## config.mk

```make
export PLATFORM = sky130hd
export DESIGN_NAME = dp_controller
export DESIGN_NICKNAME = d
export VERILOG_FILES = /design/src/rtl/ctrl_pkg.sv /design/src/rtl/ctrl_decode.sv /design/src/rtl/dp_controller.sv
export SDC_FILE = /design/constraint.sdc
export NUM_CORES = 1
export LEC_CHECK = 0
export CORE_ASPECT_RATIO = 0.7
export CORE_UTILIZATION = 42
export DETAILED_ROUTE_END_ITERATION = 10
export GPL_ROUTABILITY_DRIVEN = 0
export MAX_ROUTING_LAYER = met4
export PLACE_DENSITY = 0.92
export SYNTH_ARGS = -nofsm -noshare
export SYNTH_HDL_FRONTEND = slang
export SYNTH_HIERARCHICAL = 1
export SYNTH_SLANG_ARGS = --single-unit
```

## constraint.sdc

```tcl
create_clock -name clk -period 2.2 [get_ports clk]
set_input_delay 0.55 -clock clk [delete_from_list [all_inputs] [get_ports clk]]
set_output_delay 0.55 -clock clk [all_outputs]
set_load 0.05 [all_outputs]
```

## src/rtl/ctrl_pkg.sv

```systemverilog
// rtl/ctrl_pkg.sv - shared states, opcode/cond/ALU encodings and field positions for dp_controller
package ctrl_pkg;

    typedef enum logic [2:0] {
        ST_WAIT   = 3'd0,
        ST_DECODE = 3'd1,
        ST_LOAD_A = 3'd2,
        ST_LOAD_B = 3'd3,
        ST_EXEC   = 3'd4,
        ST_WB     = 3'd5,
        ST_HALT   = 3'd6
    } state_t;

    localparam logic [3:0] OP_AND = 4'b0000;
    localparam logic [3:0] OP_EOR = 4'b0001;
    localparam logic [3:0] OP_SUB = 4'b0010;
    localparam logic [3:0] OP_ADD = 4'b0100;
    localparam logic [3:0] OP_CMP = 4'b1010;
    localparam logic [3:0] OP_ORR = 4'b1100;
    localparam logic [3:0] OP_MOV = 4'b1101;

    localparam logic [3:0] COND_EQ = 4'b0000;
    localparam logic [3:0] COND_NE = 4'b0001;
    localparam logic [3:0] COND_AL = 4'b1110;

    localparam logic [2:0] ALU_ADD = 3'b000;
    localparam logic [2:0] ALU_SUB = 3'b001;
    localparam logic [2:0] ALU_AND = 3'b010;
    localparam logic [2:0] ALU_ORR = 3'b011;
    localparam logic [2:0] ALU_EOR = 3'b100;

    localparam int COND_HI  = 31;
    localparam int COND_LO  = 28;
    localparam int CLASS_HI = 27;
    localparam int CLASS_LO = 26;
    localparam int I_BIT    = 25;
    localparam int OP_HI    = 24;
    localparam int OP_LO    = 21;
    localparam int S_BIT    = 20;
    localparam int RN_HI    = 19;
    localparam int RN_LO    = 16;
    localparam int RD_HI    = 15;
    localparam int RD_LO    = 12;
    localparam int SH_HI    = 6;
    localparam int SH_LO    = 5;
    localparam int RM_HI    = 3;
    localparam int RM_LO    = 0;

    // Unsupported condition codes never pass, so they retire as NOPs
    function automatic logic cond_pass(input logic [3:0] cond, input logic z);
        case (cond)
            COND_EQ: cond_pass = z;
            COND_NE: cond_pass = ~z;
            COND_AL: cond_pass = 1'b1;
            default: cond_pass = 1'b0;
        endcase
    endfunction

endpackage

```

## src/rtl/ctrl_decode.sv

```systemverilog
// rtl/ctrl_decode.sv - combinational opcode decode for dp_controller
module ctrl_decode
    import ctrl_pkg::*;
(
    input  logic [31:0] instr,
    output logic [2:0]  alu_op,
    output logic        illegal,
    output logic        is_mov,
    output logic        is_cmp,
    output logic        needs_write
);

    logic [3:0] opcode;
    assign opcode = instr[OP_HI:OP_LO];

    // Map opcode to ALU function; anything outside the data-processing subset is illegal
    always_comb begin
        alu_op  = ALU_ADD;
        illegal = 1'b0;
        case (opcode)
            OP_AND:  alu_op = ALU_AND;
            OP_EOR:  alu_op = ALU_EOR;
            OP_SUB:  alu_op = ALU_SUB;
            OP_ADD:  alu_op = ALU_ADD;
            OP_CMP:  alu_op = ALU_SUB;
            OP_ORR:  alu_op = ALU_ORR;
            OP_MOV:  alu_op = ALU_ADD;
            default: illegal = 1'b1;
        endcase
        if (instr[CLASS_HI:CLASS_LO] != 2'b00) begin
            illegal = 1'b1;
        end
    end

    assign is_mov      = (opcode == OP_MOV);
    assign is_cmp      = (opcode == OP_CMP);
    assign needs_write = ~is_cmp & ~illegal;

endmodule

```

## src/rtl/dp_controller.sv

```systemverilog
// rtl/dp_controller.sv - multi-cycle datapath control FSM (optional CTRL_ILLEGAL_TRAP_EN: illegal opcodes halt until reset)
module dp_controller
    import ctrl_pkg::*;
#(
    parameter bit S_BIT_HONOUR = 1'b1
) (
    input  logic        clk,
    input  logic        rst,
    input  logic        start,
    input  logic [31:0] instr,
    input  logic        status_in,
    output logic        waiting,
    output logic        done,
    output logic [31:0] dp_in,
    output logic        wb_sel,
    output logic [3:0]  w_addr,
    output logic        w_en,
    output logic [3:0]  r_addr,
    output logic        en_A,
    output logic        en_B,
    output logic        en_C,
    output logic        en_status,
    output logic [1:0]  shift_op,
    output logic        sel_A,
    output logic        sel_B,
    output logic [2:0]  ALU_op,
    output logic        illegal
);

    state_t      state;
    logic [31:0] instr_q;

    logic [2:0]  dec_alu_op;
    logic        dec_illegal;
    logic        dec_is_mov;
    logic        dec_is_cmp;
    logic        dec_needs_write;
    logic        pass;
    logic        imm;

    ctrl_decode u_decode (
        .instr       (instr_q),
        .alu_op      (dec_alu_op),
        .illegal     (dec_illegal),
        .is_mov      (dec_is_mov),
        .is_cmp      (dec_is_cmp),
        .needs_write (dec_needs_write)
    );

    assign pass = cond_pass(instr_q[COND_HI:COND_LO], status_in);
    assign imm  = instr_q[I_BIT];

    // State sequencing and instruction capture; reset drops any in-flight instruction
    always_ff @(posedge clk or posedge rst) begin
        if (rst) begin
            state   <= ST_WAIT;
            instr_q <= 32'd0;
        end else begin
            case (state)
                ST_WAIT: begin
                    if (start) begin
                        instr_q <= instr;
                        state   <= ST_DECODE;
                    end
                end
                ST_DECODE: begin
                    if (dec_illegal) begin
`ifdef CTRL_ILLEGAL_TRAP_EN
                        state <= ST_HALT;
`else
                        state <= ST_WAIT;
`endif
                    end else if (!pass) begin
                        state <= ST_WAIT;
                    end else if (dec_is_mov) begin
                        state <= imm ? ST_EXEC : ST_LOAD_B;
                    end else begin
                        state <= ST_LOAD_A;
                    end
                end
                ST_LOAD_A: state <= imm ? ST_EXEC : ST_LOAD_B;
                ST_LOAD_B: state <= ST_EXEC;
                ST_EXEC:   state <= dec_needs_write ? ST_WB : ST_WAIT;
                ST_WB:     state <= ST_WAIT;
                ST_HALT:   state <= ST_HALT;
                default:   state <= ST_WAIT;
            endcase
        end
    end

    // Decode every datapath strobe from the current state and latched instruction
    always_comb begin
        waiting   = (state == ST_WAIT);
        done      = 1'b0;
        illegal   = 1'b0;
        en_A      = 1'b0;
        en_B      = 1'b0;
        en_C      = 1'b0;
        en_status = 1'b0;
        w_en      = 1'b0;
        sel_A     = 1'b0;
        sel_B     = 1'b0;
        ALU_op    = 3'b000;
        wb_sel    = 1'b0;
        w_addr    = instr_q[RD_HI:RD_LO];
        r_addr    = (state == ST_LOAD_B) ? instr_q[RM_HI:RM_LO] : instr_q[RN_HI:RN_LO];
        dp_in     = {20'd0, instr_q[11:0]};
        shift_op  = imm ? 2'b00 : instr_q[SH_HI:SH_LO];
        case (state)
            ST_DECODE: begin
                if (dec_illegal) begin
                    illegal = 1'b1;
`ifndef CTRL_ILLEGAL_TRAP_EN
                    done    = 1'b1;
`endif
                end else if (!pass) begin
                    done = 1'b1;
                end
            end
            ST_LOAD_A: en_A = 1'b1;
            ST_LOAD_B: en_B = 1'b1;
            ST_EXEC: begin
                en_C      = 1'b1;
                ALU_op    = dec_alu_op;
                sel_A     = dec_is_mov;
                sel_B     = imm;
                en_status = dec_is_cmp | (S_BIT_HONOUR & instr_q[S_BIT]);
                done      = ~dec_needs_write;
            end
            ST_WB: begin
                w_en = 1'b1;
                done = 1'b1;
            end
            ST_HALT: illegal = 1'b1;
            default: ;
        endcase
    end

endmodule
```

# Word level (Yosys, flattened, before mapping)
# Index checks and enable logic that the tools add are counted.
word_totals:
  reg_bits: 35
  output_inout_bits: 56
  wordCells: 56
classes:
  n_eq_ne: 15
  mux: 26
  bitwise_logic: 6
  n_reduce_logical: 7
op_table:
  columns: ["cell", "count"]
  rows:
  - ["$mux W3", 7]
  - ["$pmux W3 S6", 1]
  - ["$eq A4 B4 Y1 const B", 4]
  - ["$mux W1", 12]
  - ["$pmux W3 S4", 1]
  - ["$eq A3 B3 Y1 const B", 3]
  - ["$eq A4 B1 Y1 const B", 2]
  - ["$logic_not A4 Y1", 2]
  - ["$reduce_or A7 Y1", 1]
  - ["$eq A3 B2 Y1 const B", 2]
  - ["$pmux W1 S3", 2]
  - ["$eq A4 B2 Y1 const B", 1]
  - ["$eq A4 B3 Y1 const B", 1]
  - ["$mux W4", 1]
  - ["$not A1 Y1", 4]
  - ["$eq A3 B1 Y1 const B", 1]
  - ["$logic_not A3 Y1", 1]
  - ["$mux W2", 1]
  - ["$ne A2 B2 Y1 const B", 1]
  - ["$pmux W1 S2", 1]
  - ["$reduce_and A2 Y1", 1]
  - ["$reduce_bool A2 Y1", 1]
  - ["$reduce_or A2 Y1", 1]
  - ["$and A1 B1 Y1", 1]
  - ["$or A1 B1 Y1", 1]

# Depth between registers and ports, before layout
logic_depth:
  depth_word: 8
  mapped_depth: 7

# Hierarchy
# Netlist, hierarchy kept.
by_module_without_submodules:
  columns: ["mod", "instances", "cells_each", "area_per_inst_um2", "seq_area_each_um2"]
  rows:
  - ["dp_controller", 1, 165, 1928.1, 875.8]
  - ["ctrl_decode", 1, 15, 96.3, 0.0]

# Worst setup path after synthesis
# OpenSTA, ideal clock, no wires.
synth_path:
  kind: "register -> output"
  from: "register state[0]"
  to: "output port ALU_op[0]"
  t_arrival_ns: 2.507
  path_slack_ns: -0.857
  path_stages_with_launch: 4
  path_buffers: 1
  path_cell_list: "dfrtp_1 -> clkbuf_8 -> nor3b_1 -> and2_1"
synth_via:
  elab_chain_cells: 2
synth_rtl:
  columns: ["item", "line_no", "text"]
  rows:
  - ["start: declaration", "dp_controller.sv:30", "state_t state;"]
  - ["start signal: assignment", "dp_controller.sv:76", "state <= imm ? ST_EXEC : ST_LOAD_B;"]
  - ["start signal: assignment", "dp_controller.sv:81", "ST_LOAD_A: state <= imm ? ST_EXEC : ST_LOAD_B;"]
  - ["start signal: assignment", "dp_controller.sv:83", "ST_EXEC: state <= dec_needs_write ? ST_WB : ST_WAIT;"]
  - ["$eq A3 B3 Y1", "dp_controller.sv:109", "case (state)"]
  - ["$mux W3", "dp_controller.sv:109", null]
  - ["end: declaration", "dp_controller.sv:26", "output logic [2:0] ALU_op,"]
# No other way between the ends.

# Worst setup path in the final report
layout_path:
  from: "register instr_q[21]"
  to: "output port done"
layout_via:
  elab_chain_cells: 8
  elab_cells_between_ends: 16
  classes_between: "6 x eq/ne; 4 x mux; 4 x bitwise; 2 x reduce/logical"
layout_rtl:
  columns: ["item", "line_no", "text"]
  rows:
  - ["start: declaration", "dp_controller.sv:31", "logic [31:0] instr_q;"]
  - ["start signal: assignment", "dp_controller.sv:62", "instr_q <= instr;"]
  - ["$eq A4 B4 Y1 (tied with other cells)", "ctrl_decode.sv:20", "case (opcode)"]
  - ["$reduce_or A7 Y1 (no line) *", null, null]
  - ["$mux W1 *", "ctrl_decode.sv:20", null]
  - ["$mux W1 *", "ctrl_decode.sv:30", "if (instr[CLASS_HI:CLASS_LO] != 2'b00) begin"]
  - ["named net dec_illegal", "dp_controller.sv:34", "logic dec_illegal;"]
  - ["$not A1 Y1", "ctrl_decode.sv:37", "assign needs_write = ~is_cmp & ~illegal;"]
  - ["$and A1 B1 Y1", "ctrl_decode.sv:37", null]
  - ["$not A1 Y1", "dp_controller.sv:128", "done = ~dec_needs_write;"]
  - ["$pmux W1 S3 *", "dp_controller.sv:109", null]
  - ["end: declaration", "dp_controller.sv:13", "output logic done,"]
# Mark *: on every way through the listed nets, which the timed path passes. The rest lies on a longest branch.

==> impl_metrics.tcl <==
set metrics [dict create \
    min-delay-start "instr_q[19]" \
    final_nets 285 \
    outcome "finished with violations" \
    clk_root_buffer_cell "clkbuf_8" \
    synth_cell_types 34 \
    wl_per_cell_um 13.3 \
    seqCellArea_um2 877 \
    first_pass_iters 7 \
    synthesis.instances 180 \
    slew_headroom_pct 65.5 \
    powerDensity_nw_per_um2 918 \
    track_usage_pct 18.1 \
    hold_buffers 0 \
    hold_violations 0 \
    multiInputGateArea_um2 915 \
    worst_ep_required_time_ns 1.65 \
    cts.clk_slew.worst_paths_ns 0.07 \
    nFillCells 340 \
    route.met2.wl_mm 2.09 \
    io_buffers 70 \
    peakVddDrop_mv 0.662 \
    grt_start_max_net_pins 36 \
    cts_buffer_depth 2 \
    die_area_um2 5110 \
    power.internal_w 0.00166 \
    cp_top_family "compound AO/OA/AOI/OAI gates" \
    layout_common_cells "clkdlybuf4s50_1, mux2_2, dfrtp_1" \
    cts_sinks 35 \
    crit_start "instr_q[21]" \
    async_flop_share_pct 100 \
    fp.dieH_um 60.1 \
    p_switching_w 0.00108 \
    fin_crit_sh_pct 117 \
    p_clk_share_pct 18.4 \
    clk_latency_ns 0.29 \
    ys.flop_type "dfrtp_1" \
    worst_slack_ns -0.365 \
    placementRows 20 \
    first_global_vias 1424 \
    dp.cells 293 \
    worstSetupPathType "reg -> out" \
    avgSynthCellArea_um2 11.2 \
    cap_violations 0 \
    failed_checks "design-rule violations, negative setup slack" \
    critPathSlowestCell "dfrtp_1" \
    clock.fmax_mhz 390 \
    finalPower_w 0.00274 \
    vias 1467 \
    fin_skew_ns 0.00280 \
    cp-end-kind "output pin" \
    drc 5 \
    ys_warn_count 6 \
    period_needed_ns 2.56 \
    place_hpwl_mm 3.03 \
    comb_power_share_pct 48.8 \
    area_delta_synth_final_pct 47.2 \
    layout_commonest_cell "clkdlybuf4s50_1" \
    dr.first_iter.drc_count 110 \
    cpPeakStageDelay_ns 0.41 \
    synth-edff-count 0 \
    diodes 0 \
    synth_top_area_share_pct 43.3 \
    yosysTopAreaCell "dfrtp_1" \
    switching_share_pct 39.5 \
    critPathArrivalTime_ns 2.01 \
    drive_gt1_share_pct 38.8 \
    startpoint_type "register" \
    antenna_left 0 \
    synth_area_um2 2020 \
    crit_fanout 4 \
    worstMarginPinSlew_ns 0.516 \
    path_buf_inv 2 \
    grt_pass1_wl_mm 6.69 \
    wirelength_mm 4.06 \
    avgViaCountPerCell 4.81 \
    hp-class "reg -> reg" \
    cts_tree "yes" \
    antenna_found_initial 0 \
    grt_overflow 0 \
    setup_viol 2 \
    coreArea_um2 4480 \
    setup_tns_ns -0.562 \
    power.static_leakage_nw 1.27 \
    pwr-share-seq_pct 32.7 \
    grt_setup_unrepaired "true" \
    netlist_top_cells_area "dfrtp_1, mux2_2, buf_4, clkbuf_8, and2_1" \
    cts_max_level 2 \
    path_cells "a211oi_2 > o211ai_1 > buf_4 > a211oi_4 > nor2_2 > o221a_4 > buf_8" \
    wl_met3_um 252 \
    synth-seq-cells 35 \
    die-width_um 85.0 \
    dr.max_layer_used "met4" \
    ys_seq_area_share_pct 43.3 \
    drv_slew 0 \
    rr_startpoint "state[0]" \
    wl_met1_mm 1.66 \
    start_util_pct 45.2 \
    cts_buffers 5 \
    ios 92 \
    fin_cells 305 \
]
## final timing paths
| kind | to | slack [ns] | cells after the start |
|---|---|---|---|
| max | done | -0.36 | 7 |
| min | instr_q[19] | 0.51 | 1 |
| max reg2reg | instr_q[0] | 0.31 | 5 |
| min reg2reg | instr_q[19] | 0.51 | 1 |
| max in group asynchronous | state[0] | 1.18 | 3 |
| min in group asynchronous | instr_q[14] | 0.67 | 3 |
## repair_timing
item | CTS | global route
pin swaps | 4 | 4
setup buffers | 2 | 2
gates resized for setup | 9 | 3
hold endpoints to repair | 0 | 0
cloned | 0 | 0
setup endpoints to repair | 8 | 12
## area by class of cell
type	count	share of cell area, %
multi-input cells	116	30.7
flip-flops and latches	35	29.4
inverters	4	0.504
repair buffers	87	33.7
well taps	55	2.31
clock buffers	8	3.36
## synth_stat cells, types with 3 or more instances
library cell and count:
nor2b_1 4, clkbuf_8 3, nor2_1 6, mux2_2 36, inv_1 4, nor3_1 6
dfrtp_1 35, nand2_1 4, buf_4 41, o21ai_0 3, nor3b_1 3, a21oi_1 3
and2_1 6
## stage by stage
stage / setup slack [ns] / util (%) / hold WS [ns] / area, um2
after floorplan: -0.00832 / - / 0.475 / 2130
after global placement: -0.636 / 62.7 / 0.486 / 2810
after detailed placement: -0.650 / 62.7 / 0.496 / 2810
after CTS: -0.331 / 65.9 / 0.510 / 2950
after global routing: -0.475 / 66.5 / 0.526 / 2980
final: -0.365 / 66.5 / 0.506 / 2980
## routing by layer
metal / track usage (%) / vias to the layer above
li1: - / 706
met1: 20.8 / 694
met2: 29.8 / 61
met3: 4.97 / 6
met4: 8.96 / 0
met5: - / -
## state kept, by name, indices dropped and copies added (netlist names)
signal / count
instr_q: 32
state: 3
## power by group through the flow
stage               registers [W]  clock network [W]  logic [W]
CTS                      0.000897           0.000524    0.00133
floorplan                0.000888                  0   0.000961
finish                   0.000896           0.000505    0.00134
detailed placement       0.000902                  0    0.00130
global route             0.000919           0.000546    0.00140
global placement         0.000892                  0    0.00128
## cells by family (layout without fill, tap and decap cells)
logic type	Yosys count	after routing	synth area share, %
other cells	1	21	0.185
xor+xnor	1	1	0.433
flops	35	35	43.3
simple gates	40	40	11.2
compound gates	17	17	5.87
buf+inv	49	99	18.5
mux	37	37	20.5
## worst register-to-register path, stage by stage, from the launching register on
cell and delay (ns):
dfrtp_2 0.47, buf_4 0.18, nor3_2 0.31, and2_1 0.23
buf_12 0.21, mux2_2 0.37
Power figures use the tool's default switching activity.
